--- src/rtl/atm_pkg.sv ---
// rtl/atm_pkg.sv - shared constants for the ATM account arbiter
package atm_pkg;

    localparam logic [1:0] S_IDLE = 2'd0;
    localparam logic [1:0] S_EXEC = 2'd1;
    localparam logic [1:0] S_RESP = 2'd2;

    localparam logic TIPO_RETIRO   = 1'b1;
    localparam logic TIPO_DEPOSITO = 1'b0;

    localparam logic [63:0] BALANCE_INIT_DEFAULT = 64'h0AF0_0000;

endpackage

--- src/rtl/atm_account_arbiter_if.sv ---
// rtl/atm_account_arbiter_if.sv - requester/arbiter handshake bundle
interface atm_account_arbiter_if #(
    parameter int N_REQ   = 4,
    parameter int BAL_W   = 64,
    parameter int MONTO_W = 32
) ();

    logic [N_REQ-1:0]         REQ;
    logic [N_REQ-1:0]         REQ_TIPO;
    logic [N_REQ*MONTO_W-1:0] REQ_MONTO;
    logic [N_REQ-1:0]         GNT;
    logic [N_REQ-1:0]         DONE;
    logic                     ENTREGAR_DINERO;
    logic                     FONDOS_INSUFICIENTES;
    logic                     BALANCE_ACTUALIZADO;
    logic                     DESBORDE;
    logic [BAL_W-1:0]         BALANCE;

    modport master (
        output REQ, REQ_TIPO, REQ_MONTO,
        input  GNT, DONE, ENTREGAR_DINERO, FONDOS_INSUFICIENTES,
        input  BALANCE_ACTUALIZADO, DESBORDE, BALANCE
    );

    modport slave (
        input  REQ, REQ_TIPO, REQ_MONTO,
        output GNT, DONE, ENTREGAR_DINERO, FONDOS_INSUFICIENTES,
        output BALANCE_ACTUALIZADO, DESBORDE, BALANCE
    );

endinterface

--- src/rtl/rr_arbiter.sv ---
// rtl/rr_arbiter.sv - combinational round-robin pick starting at ptr
module rr_arbiter #(
    parameter int N     = 4,
    parameter int IDX_W = (N > 1) ? $clog2(N) : 1
) (
    input  logic [N-1:0]     req,
    input  logic [IDX_W-1:0] ptr,
    output logic [N-1:0]     gnt,
    output logic [IDX_W-1:0] idx
);

    logic             found;
    int               pos;
    logic [IDX_W-1:0] pos_idx;

    always_comb begin
        found   = 1'b0;
        gnt     = '0;
        idx     = '0;
        pos     = 0;
        pos_idx = '0;
        for (int k = 0; k < N; k++) begin
            pos = int'(ptr) + k;
            if (pos >= N) begin
                pos = pos - N;
            end
            pos_idx = IDX_W'(pos);
            if (!found && req[pos_idx]) begin
                found        = 1'b1;
                gnt[pos_idx] = 1'b1;
                idx          = pos_idx;
            end
        end
    end

endmodule

--- src/rtl/atm_account_arbiter.sv ---
// rtl/atm_account_arbiter.sv - round-robin shared balance with atomic deposit/withdrawal
module atm_account_arbiter
    import atm_pkg::*;
#(
    parameter int               N_REQ        = 4,
    parameter int               BAL_W        = 64,
    parameter int               MONTO_W      = 32,
    parameter logic [BAL_W-1:0] BALANCE_INIT = BAL_W'(BALANCE_INIT_DEFAULT)
) (
    input  logic                  CLK,
    input  logic                  RESET,
    atm_account_arbiter_if.slave  bus
);

    localparam int IDX_W = (N_REQ > 1) ? $clog2(N_REQ) : 1;

    logic [1:0]         state_q;
    logic [IDX_W-1:0]   rr_ptr_q;
    logic [IDX_W-1:0]   idx_q;
    logic               tipo_q;
    logic [MONTO_W-1:0] monto_q;
    logic [BAL_W-1:0]   balance_q;
    logic [N_REQ-1:0]   gnt_q;
    logic [N_REQ-1:0]   done_q;
    logic               entregar_q;
    logic               fondos_q;
    logic               actualizado_q;
    logic               desborde_q;

    logic [N_REQ-1:0]   arb_gnt;
    logic [IDX_W-1:0]   arb_idx;

    logic [BAL_W-1:0]   monto_ext;
    logic [BAL_W:0]     sum;
    logic [BAL_W-1:0]   diff;
    logic               no_funds;
    logic               carry;
    logic               monto_nz;

    rr_arbiter #(
        .N     (N_REQ),
        .IDX_W (IDX_W)
    ) u_rr_arbiter (
        .req (bus.REQ),
        .ptr (rr_ptr_q),
        .gnt (arb_gnt),
        .idx (arb_idx)
    );

    // Both outcomes are computed up front; the carry bit guards deposits so the balance never wraps.
    assign monto_ext = BAL_W'(monto_q);
    assign sum       = {1'b0, balance_q} + {1'b0, monto_ext};
    assign diff      = balance_q - monto_ext;
    assign no_funds  = (monto_ext > balance_q);
    assign carry     = sum[BAL_W];
    assign monto_nz  = |monto_q;

    always_ff @(posedge CLK) begin
        if (!RESET) begin
            state_q       <= S_IDLE;
            rr_ptr_q      <= '0;
            idx_q         <= '0;
            tipo_q        <= 1'b0;
            monto_q       <= '0;
            balance_q     <= BALANCE_INIT;
            gnt_q         <= '0;
            done_q        <= '0;
            entregar_q    <= 1'b0;
            fondos_q      <= 1'b0;
            actualizado_q <= 1'b0;
            desborde_q    <= 1'b0;
        end else begin
            gnt_q         <= '0;
            done_q        <= '0;
            entregar_q    <= 1'b0;
            fondos_q      <= 1'b0;
            actualizado_q <= 1'b0;
            desborde_q    <= 1'b0;
            case (state_q)
                S_IDLE: begin
                    if (|bus.REQ) begin
                        idx_q   <= arb_idx;
                        tipo_q  <= bus.REQ_TIPO[arb_idx];
                        monto_q <= bus.REQ_MONTO[arb_idx*MONTO_W +: MONTO_W];
                        gnt_q   <= arb_gnt;
                        state_q <= S_EXEC;
                    end
                end
                S_EXEC: begin
                    // A requester that lets go mid-transaction forfeits it without moving the pointer.
                    if (!bus.REQ[idx_q]) begin
                        state_q <= S_IDLE;
                    end else begin
                        state_q <= S_RESP;
                        done_q  <= N_REQ'(1) << idx_q;
                        if (tipo_q == TIPO_RETIRO) begin
                            if (no_funds) begin
                                fondos_q <= 1'b1;
                            end else begin
                                balance_q     <= diff;
                                entregar_q    <= 1'b1;
                                actualizado_q <= monto_nz;
                            end
                        end else begin
                            if (carry) begin
                                desborde_q <= 1'b1;
                            end else begin
                                balance_q     <= sum[BAL_W-1:0];
                                actualizado_q <= monto_nz;
                            end
                        end
                    end
                end
                S_RESP: begin
                    rr_ptr_q <= (idx_q == IDX_W'(N_REQ - 1)) ? '0 : idx_q + 1'b1;
                    state_q  <= S_IDLE;
                end
                default: begin
                    state_q <= S_IDLE;
                end
            endcase
        end
    end

    assign bus.GNT                  = gnt_q;
    assign bus.DONE                 = done_q;
    assign bus.ENTREGAR_DINERO      = entregar_q;
    assign bus.FONDOS_INSUFICIENTES = fondos_q;
    assign bus.BALANCE_ACTUALIZADO  = actualizado_q;
    assign bus.DESBORDE             = desborde_q;
    assign bus.BALANCE              = balance_q;

endmodule

--- src/flat_wrapper.sv ---
// flat-port wrapper written by rule: the top's interface ports become plain ports
module atm_account_arbiter_flat import atm_pkg::*;
#(
    parameter int               N_REQ        = 4,
    parameter int               BAL_W        = 64,
    parameter int               MONTO_W      = 32,
    parameter logic [BAL_W-1:0] BALANCE_INIT = BAL_W'(BALANCE_INIT_DEFAULT)
)
  (CLK, RESET, bus_REQ, bus_REQ_TIPO, bus_REQ_MONTO, bus_GNT, bus_DONE, bus_ENTREGAR_DINERO, bus_FONDOS_INSUFICIENTES, bus_BALANCE_ACTUALIZADO, bus_DESBORDE, bus_BALANCE);
  atm_account_arbiter_if #(.N_REQ(N_REQ), .BAL_W(BAL_W), .MONTO_W(MONTO_W)) bus_i ();
  input  logic CLK;
  input  logic RESET;
  input wire logic [$bits(bus_i.REQ)-1:0] bus_REQ;
  input wire logic [$bits(bus_i.REQ_TIPO)-1:0] bus_REQ_TIPO;
  input wire logic [$bits(bus_i.REQ_MONTO)-1:0] bus_REQ_MONTO;
  output wire logic [$bits(bus_i.GNT)-1:0] bus_GNT;
  output wire logic [$bits(bus_i.DONE)-1:0] bus_DONE;
  output wire logic [$bits(bus_i.ENTREGAR_DINERO)-1:0] bus_ENTREGAR_DINERO;
  output wire logic [$bits(bus_i.FONDOS_INSUFICIENTES)-1:0] bus_FONDOS_INSUFICIENTES;
  output wire logic [$bits(bus_i.BALANCE_ACTUALIZADO)-1:0] bus_BALANCE_ACTUALIZADO;
  output wire logic [$bits(bus_i.DESBORDE)-1:0] bus_DESBORDE;
  output wire logic [$bits(bus_i.BALANCE)-1:0] bus_BALANCE;
  assign bus_i.REQ = bus_REQ;
  assign bus_i.REQ_TIPO = bus_REQ_TIPO;
  assign bus_i.REQ_MONTO = bus_REQ_MONTO;
  assign bus_GNT = bus_i.GNT;
  assign bus_DONE = bus_i.DONE;
  assign bus_ENTREGAR_DINERO = bus_i.ENTREGAR_DINERO;
  assign bus_FONDOS_INSUFICIENTES = bus_i.FONDOS_INSUFICIENTES;
  assign bus_BALANCE_ACTUALIZADO = bus_i.BALANCE_ACTUALIZADO;
  assign bus_DESBORDE = bus_i.DESBORDE;
  assign bus_BALANCE = bus_i.BALANCE;
  atm_account_arbiter #(.N_REQ(N_REQ), .BAL_W(BAL_W), .MONTO_W(MONTO_W), .BALANCE_INIT(BALANCE_INIT)) u_core (.CLK(CLK), .RESET(RESET), .bus(bus_i));
endmodule
--- config.mk ---
export PLATFORM = sky130hd
export DESIGN_NAME = atm_account_arbiter_flat
export DESIGN_NICKNAME = d
export VERILOG_FILES = /design/src/rtl/atm_pkg.sv /design/src/rtl/atm_account_arbiter_if.sv /design/src/rtl/rr_arbiter.sv /design/src/rtl/atm_account_arbiter.sv /design/src/flat_wrapper.sv
export SDC_FILE = /design/constraint.sdc
export NUM_CORES = 1
export LEC_CHECK = 0
export BUFFER_PORTS_ARGS = -buffer_cell sky130_fd_sc_hd__buf_2
export CORE_MARGIN = 4
export CORE_UTILIZATION = 55
export DETAILED_ROUTE_END_ITERATION = 10
export GPL_ROUTABILITY_DRIVEN = 1
export PLACE_DENSITY = 0.87
export REMOVE_ABC_BUFFERS = 1
export SYNTH_ARGS = -nofsm -noshare
export SYNTH_HDL_FRONTEND = slang
export SYNTH_SLANG_ARGS = --single-unit
--- constraint.sdc ---
create_clock -name CLK -period 4.2 [get_ports CLK]
set_input_delay 0.21 -clock CLK [delete_from_list [all_inputs] [get_ports CLK]]
set_output_delay 0.21 -clock CLK [all_outputs]
set_load 0.05 [all_outputs]
After elaboration in Yosys (flattened, before gate mapping)
Cells that the tools add are included.
Widths: inputs -> output; s select.
Cells by class
  $add $sub $neg: 10
  order comparisons: 15
  equality and inequality tests: 6
  shift operators: 2
  muxes and demuxes: 48
  bitwise operators: 6
  reduce and logical (&&, ||, !) cells: 19
Operator list (count)
  $mux 64: 3
  $shiftx 128x8->32: 1
  $add 64x32->65: 1
  $gt 32x64->1: 1
  $sub 64x32->64: 1
  $reduce_or 32->1: 1
  $mux 2: 11
  $mux 1: 19
  $lt 2x3->1 const B: 6
  $mux 4: 4
  $bmux 1 s2: 6
  $or 4x4->4: 3
  $ge 3x3->1 const B: 3
  $demux 1 s2: 4
  $ge 2x1->1 const B: 4
  $reduce_and 4->1: 2
  $reduce_or 4->1: 2
  $sub 2x1->2 const B: 4
  $logic_and 1x1->1: 7
  $add 2x2->3 const B: 2
  $reduce_and 3->1: 2
  $eq 2x2->1 const B: 2
  $ne 2x1->1 const B: 2
  $pmux 2 s2: 1
  other kinds (10): 14
Storage, ports and cells
  bits in registers: 115
  output and inout port bits: 76

Longest topological paths before layout
Gate-level depths: netlist of the first run.
  depth after elaboration: 16
  gate-level depth with buffers: 16
  mapped depth without buffers: 13

By module
A second synthesis of the first run with hierarchy kept.
Second synthesis, totals
  cells, all modules: 1401
  area, all modules: 10610.2 um^2
By module, submodules not included
  atm_account_arbiter: times used 1, cells each 1336, area each 10121.0 um^2
  rr_arbiter: times used 1, cells each 65, area each 489.2 um^2

Worst setup path before layout of the first run
Ideal clock, no wire load.
  path kind: register -> register
  start: register u_core.balance_q[12] (netlist: u_core.bus.BALANCE[12])
  end: register u_core.balance_q[58] (netlist: u_core.bus.BALANCE[58])
  arrival time: 3495 ps
  data required time: 4085 ps
  path slack: 590 ps
  cell stages (with the launch flop): 13
  period minus slack after synthesis: 3610 ps
  cells stage by stage: dfxtp_1 > ha_1 > buf_6 > a21o_1 > a221o_1 > or3_1 > or3_4 > nand3_2 > a21oi_2 > or4_4 > a211oi_2 > xor2_1 > and2_1
Between the ends
  word-level cells in the longest chain between the ends: 3
  elaborated cells between the ends (all ways): 9
RTL lines
  start, declared: RTL line atm_account_arbiter.sv:22  | logic [BAL_W-1:0] balance_q;
  start signal, assigned: RTL line atm_account_arbiter.sv:100  | balance_q <= diff;
  start signal, assigned: RTL line atm_account_arbiter.sv:108  | balance_q <= sum[BAL_W-1:0];
  $add 64x32->65 (tied with other cells): RTL line atm_account_arbiter.sv:52  | assign sum = {1'b0, balance_q} + {1'b0, monto_ext};
  $ne 2x1->1 (no line) (tied with other cells)
  $reduce_and 4->1 (no line) / $mux 64 (equally long branches)
Several ways; a longest one is shown, not always the timed one. The select of a mux whose other input is x is not followed.
A chain may end at the register's enable or synchronous reset.

Worst setup path after layout of the first run
  start: register u_core.balance_q[0] (netlist: u_core.bus.BALANCE[0])
  end: register u_core.balance_q[52] (netlist: u_core.bus.BALANCE[52])
The elaborated chain is that of the path after synthesis.

==> flow_results.org, run 1 <==
** Critical path
- For the worst flop-to-flop path, the logic depth is 15.
- Along the worst path, the maximum fanout reaches 7.
- Sum of buffers and inverters on the critical path :: 3
- Terminus of the critical flop-to-flop path :: u_core.bus.BALANCE[52]$_SDFFE_PN0P_
- The worst register-to-register path has a setup slack of 0.19 ns.
- Standard cell with the maximum stage delay on the critical path :: sky130_fd_sc_hd__o311ai_1
- STA classifies the critical path endpoint as a flop.
- At the worst endpoint, the arrival time is roughly 4.3 ns.
- The setup path with the least slack is of type reg2reg.
- Tracing the worst setup path back leads to its startpoint at u_core.bus.BALANCE[0]$_SDFFE_PN0P_.
- Among cell families on the critical path, the largest total delay comes from compound AO/OA/AOI/OAI gates.
- CP Cell Sequence :: ha_1, fa_1, nor2b_1, o211ai_1, a211oi_2, o311ai_1, buf_4, a21oi_2, o21bai_1, o21ai_4, buf_4, buf_4, nor3_1, xor2_1, and2_1
- For this run, the slowest stage of the critical path takes ~0.5 ns.
- STA classifies the critical path startpoint as a flop.
- In this design, the critical path's most frequently occurring cell is sky130_fd_sc_hd__buf_4.
- Worst reg2reg path startpoint :: u_core.bus.BALANCE[0]$_SDFFE_PN0P_
- Required time at the worst-slack endpoint :: 4.51 ns
- Critical Path Stages :: 15

** Power and ir drop
- VDD sags by at most around 0.3 mV.
- Switching power :: about 2300 uW
- For this design the static power due to leakage is 0.00586 uW.
- Power spread over the standard cell area amounts to 421 mW/mm^2.
- The clock network burns 29.3% of the power.
- Net Sw Frac :: 43.3%
- Sequential cells burn between 20% and 30% of the power.
- Cell internal power was estimated by the tool at 3070 uW.
- Of the total power, combinational logic draws 46.5%.

** Detailed routing
- For this run, the detailed router's first-pass iteration total came to 6.
- Via count :: between 10,000 and 15,000
- DR iter-0 viols :: 1,841
- In the routed layout, each cell is associated on average with a via count of 6.22.
- Drt total wl :: between 30,000 and 40,000 um
- In the routed design, unresolved DRC markers number 0.
- Dividing the detail-routed wire length by the instance count gives 19.4 um.
- Once detail routing completed, the nets flagged for antenna violations numbered 0.

** Timing
- Final hold slack :: approximately 0.19 ns
- Final hold viol count :: 0
- Setup violations remaining at the end of the flow were counted as 0.
- Final worst-path cycle share :: 95.4%
- Max Clock Freq :: 250 MHz
- For the pin with the worst max-slew slack, the measured transition is 1.07 ns.
- Minimum clock period after layout :: between 4 and 5 ns
- The clock arrives with around 0.0086 ns of skew.
- In this run the tightest slew margin relative to its limit is between 20% and 30%.
- Setup repair after global routing missed its margin :: false
- The number of pins with negative max-slew slack in the final report came to 0.

** Logic synthesis
- Share of flip-flops with an asynchronous set or reset :: 0%
- Top cells by area, synth :: sky130_fd_sc_hd__dfxtp_1 (21%), sky130_fd_sc_hd__ha_1 (8.0%), sky130_fd_sc_hd__nand2_1 (7.8%), sky130_fd_sc_hd__nor2_1 (6.2%), sky130_fd_sc_hd__a21oi_1 (4.3%)
- Count of different cell masters after synthesis :: 80
- Each instance of the synthesized netlist takes up on average 6.90 um^2.
- The Yosys step of the flow raised 0 warnings.
- Of all cell types, the one taking the most synthesized area is sky130_fd_sc_hd__dfxtp_1.
- Synthesis inferred about 120 register bits.
- Synth Flop Type :: sky130_fd_sc_hd__dfxtp_1
- Sequential elements use 21.4% of the synthesized area.
- In the synthesized netlist, the number of instances is 1,555.
- By instance count, the leading cell after synthesis is sky130_fd_sc_hd__nand2_1.
- Summed instance area of the synthesized netlist :: 0.0107 mm^2
- In this run the biggest area consumer among cell types represents between 20% and 30% of the synthesized area.
- Count of flip-flops with a built-in enable after synthesis :: 0
- Top cells by count, synth :: sky130_fd_sc_hd__nand2_1 (224), sky130_fd_sc_hd__nor2_1 (178), sky130_fd_sc_hd__dfxtp_1 (115), sky130_fd_sc_hd__a21oi_1 (92), sky130_fd_sc_hd__inv_1 (72)

** Cells and area
- Layout cell share with drive strength beyond 1 :: between 10% and 20%
- After filler insertion, the fill cell instance count of the layout stands at 1,692.
- Summing all flip-flop and latch instances after layout gives roughly 0.0023 mm^2.
- The area growth from synthesis to layout is 19.7%.
- After the last flow step, the layout net total stands at approximately 2,000.
- Area used by multi-input combinational logic :: 0.00780 mm^2
- Diode insertion count for antenna repair :: 0
- Cell area after layout :: 0.0129 mm^2

** Min path
- In this run the most critical hold path is launched from bus_REQ_MONTO[58].
- The worst hold path belongs to the class in2reg.
- The path with the worst hold slack has its endpoint at u_core.monto_q[26]$_SDFFE_PN0P_.
- Worst hold path cell count :: 5

** Global route
- Wire length of the first global-routing pass :: roughly 62,000 um
- The total overflow left after global routing is 0.
- Global routing consumed, on the met3 layer, 6.04% of the routing resources.
- Total global routing track utilization :: 34.8%
- Met2 track demand over resource :: 53.6%
- Via count of the first global-routing pass :: 11,400
- The initial antenna violation count is 0.
- The layer flagged by global routing as most heavily used is met2.
- Met1 GRT Util :: between 40% and 50%
- Entering global routing, the biggest net connects 67 pins.

** Status
- Run status :: finished, final reports clean

** Floorplanning
- The floorplan has 50 rows.
- The initial utilization of the core area, before any placement, comes to 56.6%.
- Number of placed I/O pins :: approximately 210
- Width of the die :: 148 um
- In this run the vertical extent of the chip is 148 um.
- The die covers 0.0218 mm^2.
- Core Footprint :: 0.0190 mm^2

** Clocking
- The H-tree was split into 4 levels.
- Clock slew at reported path FFs :: 0.06 ns
- TritonCTS Sinks :: 115
- In this run the deepest clock path goes through 2 buffers.
- TritonCTS built the clock tree.
- At the later pin of the worst-skew pair, clock insertion delay measures around 0.42 ns.
- Clock tree synthesis selected as its root buffer the cell sky130_fd_sc_hd__clkbuf_16.
- Inserted Clock Buffers :: 17

** Placed design
- In this run the cell area measured after placement is about 0.012 mm^2.
- Routability-driven placement finished with a final weighted congestion of roughly 1.
- Summed over all nets, the half-perimeter wirelength after detailed placement is 30,100 um.
- In this run the tool buffered the top-level ports with 213 buffer cells.

** Job
- The tool flagged a number of max-cap violations equal to 0.
through the flow:
step	total power, uW	worst slack (ns)	util, %	setup TNS (ns)	std cells
6_report	5410	0.193	67.8	0	2014
5_1_grt	5690	0.00650	67.8	0	2014
4_1_cts	5340	0.0428	67.7	0	2012
3_5_place_dp	3740	0.0803	64.4	0	1980
3_3_place_gp	3740	0.170	64.4	0	1980
2_1_floorplan	2970	-2.01	-	-114.22	1454
power by group through the flow:
| stage | Clock, uW | Sequential (uW) | Combinational (uW) |
|---|---|---|---|
| final | 1580 | 1310 | 2510 |
| after global placement | 0 | 1320 | 2410 |
| after floorplan | 0 | 1460 | 1510 |
| after detailed placement | 0 | 1330 | 2420 |
| after CTS | 1580 | 1300 | 2450 |
| after global routing | 1640 | 1320 | 2730 |
cells in the final DEF (no fill, tap or decap), types with 44 or more instances in the layout:
cell type,instances
sky130_fd_sc_hd__buf_4,52
sky130_fd_sc_hd__nand3_1,60
sky130_fd_sc_hd__buf_2,213
sky130_fd_sc_hd__dfxtp_1,114
sky130_fd_sc_hd__inv_1,72
sky130_fd_sc_hd__nand2_1,224
sky130_fd_sc_hd__o21ai_0,57
sky130_fd_sc_hd__nor2_1,178
sky130_fd_sc_hd__a21oi_1,92
sky130_fd_sc_hd__ha_1,69
sky130_fd_sc_hd__o211ai_1,52
sky130_fd_sc_hd__nor3_1,44
sky130_fd_sc_hd__a21boi_1,46
flip-flops by register name, summed over array words and instances, names as in the netlist:
signal	flops
u_core.bus.GNT	4
u_core.monto_q	32
u_core.idx_q	2
u_core.bus.BALANCE	64
u_core.bus.ENTREGAR_DINERO	1
u_core.rr_ptr_q	2
u_core.bus.BALANCE_ACTUALIZADO	1
u_core.bus.FONDOS_INSUFICIENTES	1
u_core.tipo_q	1
u_core.bus.DONE	4
u_core.bus.DESBORDE	1
u_core.state_q	2
layout make-up:
type / instances / share of cell area, %
multi-input cells: 1265 / 60.7
repair buffers: 268 / 11.8
inverters: 74 / 2.16
clock inverters: 12 / 1.39
clock buffers: 20 / 3.48
well taps: 260 / 2.53
flip-flops and latches: 115 / 17.9
how the worst max path moves through the flow:
stage | end | slack (ns)
after global routing | u_core.bus.BALANCE[43]$_SDFFE_PN0P_ | 0.006
after CTS | u_core.bus.BALANCE[28]$_SDFFE_PN0P_ | 0.04
after global placement | u_core.bus.BALANCE[17]$_SDFFE_PN0P_ | 0.17
after floorplan | u_core.monto_q[0]$_SDFFE_PN0P_ | -2.01
after detailed placement | u_core.bus.BALANCE[28]$_SDFFE_PN0P_ | 0.08
final | u_core.bus.BALANCE[52]$_SDFFE_PN0P_ | 0.19
routing by layer:
metal	up-vias	share of wire (%)
met1	5729	42
li1	5929	-
met3	113	11
met5	-	0
met2	765	43
met4	0	3.4
worst min-delay path, cell delays in order:
cell	delay [ns]
sky130_fd_sc_hd__buf_2	0.10
sky130_fd_sc_hd__nand2_1	0.04
sky130_fd_sc_hd__nand3_1	0.06
sky130_fd_sc_hd__o211ai_1	0.09
sky130_fd_sc_hd__a21boi_1	0.06
cells by family (layout without fill, tap and decap cells):
family,count (synthesis),in the layout,synth area share (%)
DFF,115,115,21.4
AOI/OAI and AO/OA,445,445,28.5
muxes,11,11,1.26
buffers and inverters,175,374,6.36
adders and majority gates,71,71,8.41
and+or+nand+nor,694,694,30.4
xor gates and xnor gates,44,44,3.59
what timing repair did:
action,in CTS,in global routing
buffers inserted,0,2
setup endpoints to repair,0,46
hold buffers,0,0
gates resized for setup,0,4
(Power assumes the default switching activity.)
==> inputs of run 2 (changes only) <==
Settings changed: RECOVER_POWER set to 50.
==> flow_results.org, run 2 (same netlist as run 1, synthesis figures left out) <==
** Status
- The flow ran to the end, but the final reports show violations.
- The checks that failed: capacitance limit, slew limit.

** Power and ir drop
- Leakage component of the power :: 0.00554 uW
- The worst-case IR drop observed on VDD is 0.292 mV.
- Power, Total :: 5400 uW
- Power spread over the standard cell area amounts to 424 mW/mm^2.

** Global route
- Total global routing track utilization :: 34.8%
- In the global route stage, met1 resource usage came out at 49.4%.
- The first global-routing pass estimated 62,000 um of wire.
- Global routing finished with a remaining overflow of 0.
- The initial antenna violation count is 0.
- The number of global-route vias before repair was 11,400.
- Global routing's busiest layer :: met2
- Global routing consumed, on the met3 layer, 6.04% of the routing resources.
- Entering global routing, the biggest net connects 67 pins.
- In the global route stage, met2 resource usage came out at 53.6%.

** Detailed routing
- Drt drc :: 0
- The count of nets left with antenna violations once routing finished came out at 0.
- Length of the first detailed-routing pass in iterations :: 9
- The routed layout has between 10,000 and 15,000 vias.
- After detailed routing, the average wire length per cell comes to 19.5 um.
- Drt total wl :: 39,300 um
- After the first detailed-routing iteration, the DRC count stood at 1,776.
- After detailed routing, the number of vias per cell comes to 6.26.

** Critical path
- Required time at the worst-slack endpoint :: approximately 4.5 ns
- Among all stages on the critical path, the largest delay is contributed by sky130_fd_sc_hd__o311ai_1.
- The worst setup path is captured at a flop.
- Internal reg-to-reg setup slack :: 0.21 ns
- Kind of critical path :: reg2reg
- In this run the critical register-to-register path is launched from u_core.bus.BALANCE[0]$_SDFFE_PN0P_.
- The worst setup path is launched from a flop.
- Cells on worst reg2reg path :: 15
- Together, buffers and inverters on the worst path number 3.
- Among the stages of the critical path, the cell type that occurs most often is sky130_fd_sc_hd__buf_4.
- For the worst setup path, the data arrival time is 4.30 ns.
- Worst setup path startpoint :: u_core.bus.BALANCE[0]$_SDFFE_PN0P_
- Largest stage delay on the critical path :: 0.49 ns
- Critical-path maximum fanout :: 7
- The kind of cell with the highest combined delay along the critical path is compound AO/OA/AOI/OAI gates.
- Traced cell by cell, the critical path runs through ha_1, fa_1, nor2b_1, o211ai_1, a211oi_2, o311ai_1, buf_4, a21oi_2, o21bai_1, o21ai_4, buf_4, buf_4, nor3_1, xor2_1, and2_1.
- Terminus of the critical flop-to-flop path :: u_core.bus.BALANCE[52]$_SDFFE_PN0P_

** Floorplanning
- Core Footprint :: 0.0190 mm^2
- In this run the vertical extent of the chip is 148 um.
- The initial utilization of the core area, before any placement, comes to between 50% and 60%.
- The floorplan has 50 rows.
- Number of placed I/O pins :: 214
- In this run the horizontal extent of the chip is 148 um.
- The die covers 0.0218 mm^2.

** Timing
- Minimum clock period after layout :: 3.99 ns
- Final setup margin :: about 0.21 ns
- Static timing analysis puts the maximum clock frequency at approximately 250 MHz.
- On the final layout, the worst clock skew is between 0.008 and 0.009 ns.
- The number of pins with negative max-slew slack in the final report was 35.
- At the pin with the least slew margin, the transition time is about 1.5 ns.
- # setup viols final :: 0
- Setup repair after global routing missed its margin :: false
- In this run the tightest slew margin relative to its limit is -0.743%.
- Final hold viol count :: 0
- Of the available clock period, the critical path in the final layout requires a little over nine tenths.

** Clocking
- TritonCTS clock tree :: done
- No sink is reached through more buffers than the 2 on the longest clock path.
- For the worst-skew pair, the clock arrives at the later sink with an insertion delay of 0.43 ns.
- The root buffer cell chosen for the clock tree is sky130_fd_sc_hd__clkbuf_16.
- After clock tree synthesis, the clock-pin slew on the worst setup and hold paths is 0.06 ns.
- Inserted Clock Buffers :: 17
- Number of hold buffers added after cts :: 0
- TritonCTS Sinks :: 115
- The H-tree was split into 4 levels.

** Placed design
- Once detailed placement completed, the half-perimeter wirelength came to about 30,000 um.
- At the end of routability-driven placement, the weighted congestion stood at between 0.9 and 1.
- Port Buffers :: 213
- Placed insts :: 1,980
- Pre-CTS worst setup slack :: 0.0803 ns

** Min path
- Endpoint, Worst Hold :: u_core.monto_q[26]$_SDFFE_PN0P_
- The worst hold path passes through 5 cells.
- Worst Hold Launch :: bus_REQ_MONTO[58]
- Tightest Hold Check Type :: in2reg

** Cells and area
- For this run, the post-layout net count is 1,950.
- Leaving out filler cells and counting taps, the final layout contains 2,014.
- Synthesis-to-layout area growth :: 18.7%
- 0 antenna diodes ended up in the layout.
- The register with the most flip-flops in the layout has 64 of them.
- In the layout the commonest cells are sky130_fd_sc_hd__nand2_1 (224), sky130_fd_sc_hd__nor2_1 (178), sky130_fd_sc_hd__buf_2 (137).
- In the final layout, the share of cells above drive strength 1 is between 10 and 15%.
- Leaving out fill and tap cells, the most frequent cell in the layout is sky130_fd_sc_hd__nand2_1.

** Job
- Max-Cap Viols :: 1
-- run 2: cell count changes in the layout (fill, tap and decap cells not counted) --
cell | previous run | this run
sky130_fd_sc_hd__and2_1 | 35 | 34
sky130_fd_sc_hd__clkbuf_1 | 2 | 81
sky130_fd_sc_hd__buf_2 | 213 | 137
sky130_fd_sc_hd__buf_4 | 52 | 49
sky130_fd_sc_hd__and2_0 | 0 | 1
-- run 2: worst max path at each step --
stage / cells after the start / end
4_1_cts: 16 / u_core.bus.BALANCE[28]$_SDFFE_PN0P_
5_1_grt: 12 / u_core.bus.BALANCE[43]$_SDFFE_PN0P_
2_1_floorplan: 9 / u_core.monto_q[0]$_SDFFE_PN0P_
3_5_place_dp: 15 / u_core.bus.BALANCE[28]$_SDFFE_PN0P_
6_report: 15 / u_core.bus.BALANCE[52]$_SDFFE_PN0P_
3_3_place_gp: 15 / u_core.bus.BALANCE[17]$_SDFFE_PN0P_
-- run 2: per-layer routing --
layer	vias to the layer above	wire [um]
met5	-	0
met4	0	1300
met3	116	4250
met2	765	17100
met1	5808	16600
li1	5926	-
-- run 2: power breakdown --
part,switching (uW),leakage (uW),internal (uW)
logic,1640,0.00430,859
registers,126,0.000938,1180
clock network,577,0.000297,1010
-- run 2: final cells by class --
class,instances,area [um^2]
flip-flops and latches,115,2300
multi-input cells,1265,7800
clock buffers,20,447
inverters,74,278
clock inverters,12,179
fillers,1752,6210
repair buffers,268,1410
well taps,260,325
-- run 2: worst min-delay path: stages --
cell	delay (ns)
sky130_fd_sc_hd__buf_2	0.10
sky130_fd_sc_hd__nand2_1	0.04
sky130_fd_sc_hd__nand3_1	0.06
sky130_fd_sc_hd__o211ai_1	0.09
sky130_fd_sc_hd__a21boi_1	0.06
-- run 2: repair_timing --
item	CTS	global route
setup buffers	0	2
hold endpoints to repair	0	0
resized for setup	0	4
setup endpoints to repair	0	46
-- run 2: through the flow --
step / hold WS (ns) / cell area, um^2 / TNS, ns / utilization (%)
after global routing: 0.211 / 12700 / 0 / 67.2
final: 0.188 / 12700 / 0 / 67.2
after detailed placement: 0.488 / 12200 / 0 / 64.4
after CTS: 0.185 / 12800 / 0 / 67.7
after floorplan: 0.288 / 10300 / -114.22 / -
after global placement: 0.476 / 12200 / 0 / 64.4
==> inputs of run 3 (changes only) <==
Settings changed: CTS_BUF_LIST set to sky130_fd_sc_hd__clkbuf_16.
==> flow_results.org, run 3 (same netlist as run 1, synthesis figures left out) <==
** Critical path
- CP endpoint kind :: flop
- In this run the worst path has a maximum fanout of 7.
- CP Cell Sequence :: inv_1, ha_1, nor2b_1, a2111oi_1, a211oi_2, o311ai_1, buf_4, a21oi_2, o21bai_1, o21ai_4, buf_4, buf_4, nor3_1, xor2_1, and2_1
- Required time at the worst-slack endpoint :: 4.52 ns
- Among the stages of the critical path, the cell type that occurs most often is sky130_fd_sc_hd__buf_4.
- On the worst path, the slowest cell contributes a delay of 0.55 ns.
- Counting both buffers and inverters, the worst setup path holds a total of 4.
- STA classifies the critical path startpoint as a flop.
- The slowest stage of the critical path is the sky130_fd_sc_hd__a2111oi_1 cell.
- Data arrival time of the critical path :: 4.33 ns
- Kind of critical path :: reg2reg
- Gate family responsible for the most delay along the worst path :: compound AO/OA/AOI/OAI gates

** Cells and area
- In the layout the commonest cells are sky130_fd_sc_hd__nand2_1 (224), sky130_fd_sc_hd__nor2_1 (178), sky130_fd_sc_hd__buf_2 (137).
- The register with the most flip-flops in the layout has 64 of them.
- Layout cell share with drive strength beyond 1 :: between 10 and 15%
- 0 antenna diodes ended up in the layout.
- Final net count :: 1,950
- Relative to the synthesized area, the layout overhead comes to 18.6%.
- Commonest non-fill, non-tap cell in the layout :: sky130_fd_sc_hd__nand2_1

** Floorplanning
- Initial standard-cell utilization of the core :: 56.6%
- In this run the horizontal extent of the chip is 148 um.
- During I/O placement, the number of pins put on the boundary was 214.
- Measured along the y axis, the die boundary spans between 100 and 150 um.
- The region available for standard cell placement spans between 0.015 and 0.02 mm^2.
- Row count :: 50
- The die covers 0.0218 mm^2.

** Timing
- Final hold slack :: 0.184 ns
- Final setup margin :: 0.193 ns
- Final worst-path cycle share :: 95.4%
- Setup TNS Final :: 0 ns
- The number of pins with negative max-slew slack in the final report is 35.
- Worst Clk Skew :: 0.00895 ns
- # setup viols final :: 0
- For this run, the top clock speed supported by timing is 250 MHz.
- At the pin with the least slew margin, the transition time is 1.51 ns.
- Slew HR :: -0.857%
- The total count of hold-check failures in the final report was 0.
- Minimum clock period after layout :: 4.01 ns
- Setup repair after global routing missed its margin :: false

** Clocking
- Inserted Clock Buffers :: 17
- Clock latency on the worst-skew pair, taken at its later pin, is 0.43 ns.
- Number of hold buffers added after cts :: 0
- TritonCTS Sinks :: between 100 and 150
- In this run the deepest clock path goes through 2 buffers.
- CTS Root Cell :: sky130_fd_sc_hd__clkbuf_16
- TritonCTS built the clock tree.
- In this run the number of H-tree levels came out at 4.
- After clock tree synthesis, the clock-pin slew on the worst setup and hold paths is ~0.06 ns.

** Placed design
- Once detailed placement completed, the half-perimeter wirelength came to 30,100 um.
- Pre-CTS worst setup slack :: 0.0803 ns
- Routability-driven placement congestion ratio :: 0.998
- Port Buffers :: 213

** Detailed routing
- Routed vias/inst :: 6.21
- The final layout contains routed wiring with a total length of 39,100 um.
- After detailed routing, the number of remaining DRC violations is 0.
- In the final routed layout, each cell accounts on average for a little under 20 um.
- After the first detailed-routing iteration, the DRC count stood at between 1,500 and 2,000.
- The pre-antenna-repair detailed-routing pass consisted of 8 iterations.
- Via count :: 12,500
- Once detail routing completed, the nets flagged for antenna violations numbered 0.

** Global route
- The number of global-route vias before repair is 11,400.
- Maximum number of pins on one net before global-route repair :: 67
- The initial antenna violation count is 0.
- Summed over all layers, the global routing overflow is 0.
- Total global routing track utilization :: 34.6%
- Wire length of the first global-routing pass :: 61,800 um

** Power and ir drop
- Dividing total power by cell area gives a power density of 422 mW/mm^2.
- Worst vdd ir :: 0.291 mV
- In this run the static leakage power is 0.00554 uW.

** Min path
- Tightest Hold Check Type :: in2reg

** Job
- Max-Cap Viols :: 1

** Status
- Failing checks :: capacitance limit, slew limit
- The flow ran to the end, but the final reports show violations.
-- run 3: per-stage QoR --
step / cells / util [%] / power, uW / instance area [um^2]
final: 2014 / 67.2 / 5370 / 12700
after global routing: 2014 / 67.2 / 5650 / 12700
after CTS: 2012 / 67.6 / 5310 / 12800
after detailed placement: 1980 / 64.4 / 3740 / 12200
after global placement: 1980 / 64.4 / 3740 / 12200
after floorplan: 1454 / - / 2970 / 10300
-- run 3: final timing paths --
| kind | from | end | slack, ns | cells past startpoint |
|---|---|---|---|---|
| hold / removal | bus_REQ_MONTO[58] | u_core.monto_q[26]$_SDFFE_PN0P_ | 0.18 | 5 |
| hold reg to reg | u_core.monto_q[19]$_SDFFE_PN0P_ | u_core.monto_q[19]$_SDFFE_PN0P_ | 0.50 | 2 |
| setup / recovery | u_core.monto_q[7]$_SDFFE_PN0P_ | u_core.bus.BALANCE[52]$_SDFFE_PN0P_ | 0.19 | 15 |
| setup reg to reg | u_core.monto_q[7]$_SDFFE_PN0P_ | u_core.bus.BALANCE[52]$_SDFFE_PN0P_ | 0.19 | 15 |
-- run 3: final cells by class --
| cell class | instances | area (um^2) |
|---|---|---|
| Clock inverter | 15 | 190 |
| Multi-Input combinational cell | 1265 | 7800 |
| Tap cell | 260 | 325 |
| Clock buffer | 17 | 425 |
| Sequential cell | 115 | 2300 |
| Timing Repair Buffer | 268 | 1410 |
| Inverter | 74 | 278 |
| Fill cell | 1760 | 6220 |
-- run 3: tightest hold or removal path, stage by stage --
cell and delay, ns:
sky130_fd_sc_hd__buf_2 0.10, sky130_fd_sc_hd__nand2_1 0.04, sky130_fd_sc_hd__nand3_1 0.06, sky130_fd_sc_hd__o211ai_1 0.09
sky130_fd_sc_hd__a21boi_1 0.06
-- run 3: where the power goes --
group	leakage (uW)	total, uW	internal (uW)	switching, uW
registers	0.000938	1310	1180	127
logic	0.00430	2500	859	1640
clock network	0.000300	1560	987	576
total	0.00554	5370	3030	2340
-- run 3: repair_timing --
item | in CTS | in global routing
endpoints found under the setup margin | 0 | 46
resized for setup | 0 | 4
setup buffers | 0 | 2
-- run 3: metal layers --
metal | GRT usage (%) | vias to the layer above | wire length, um
met2 | 53.5 | 730 | 17000
met3 | 5.89 | 108 | 3960
met5 | 0 | - | 0
met1 | 49.2 | 5741 | 16900
met4 | 11.0 | 0 | 1180
li1 | - | 5930 | -
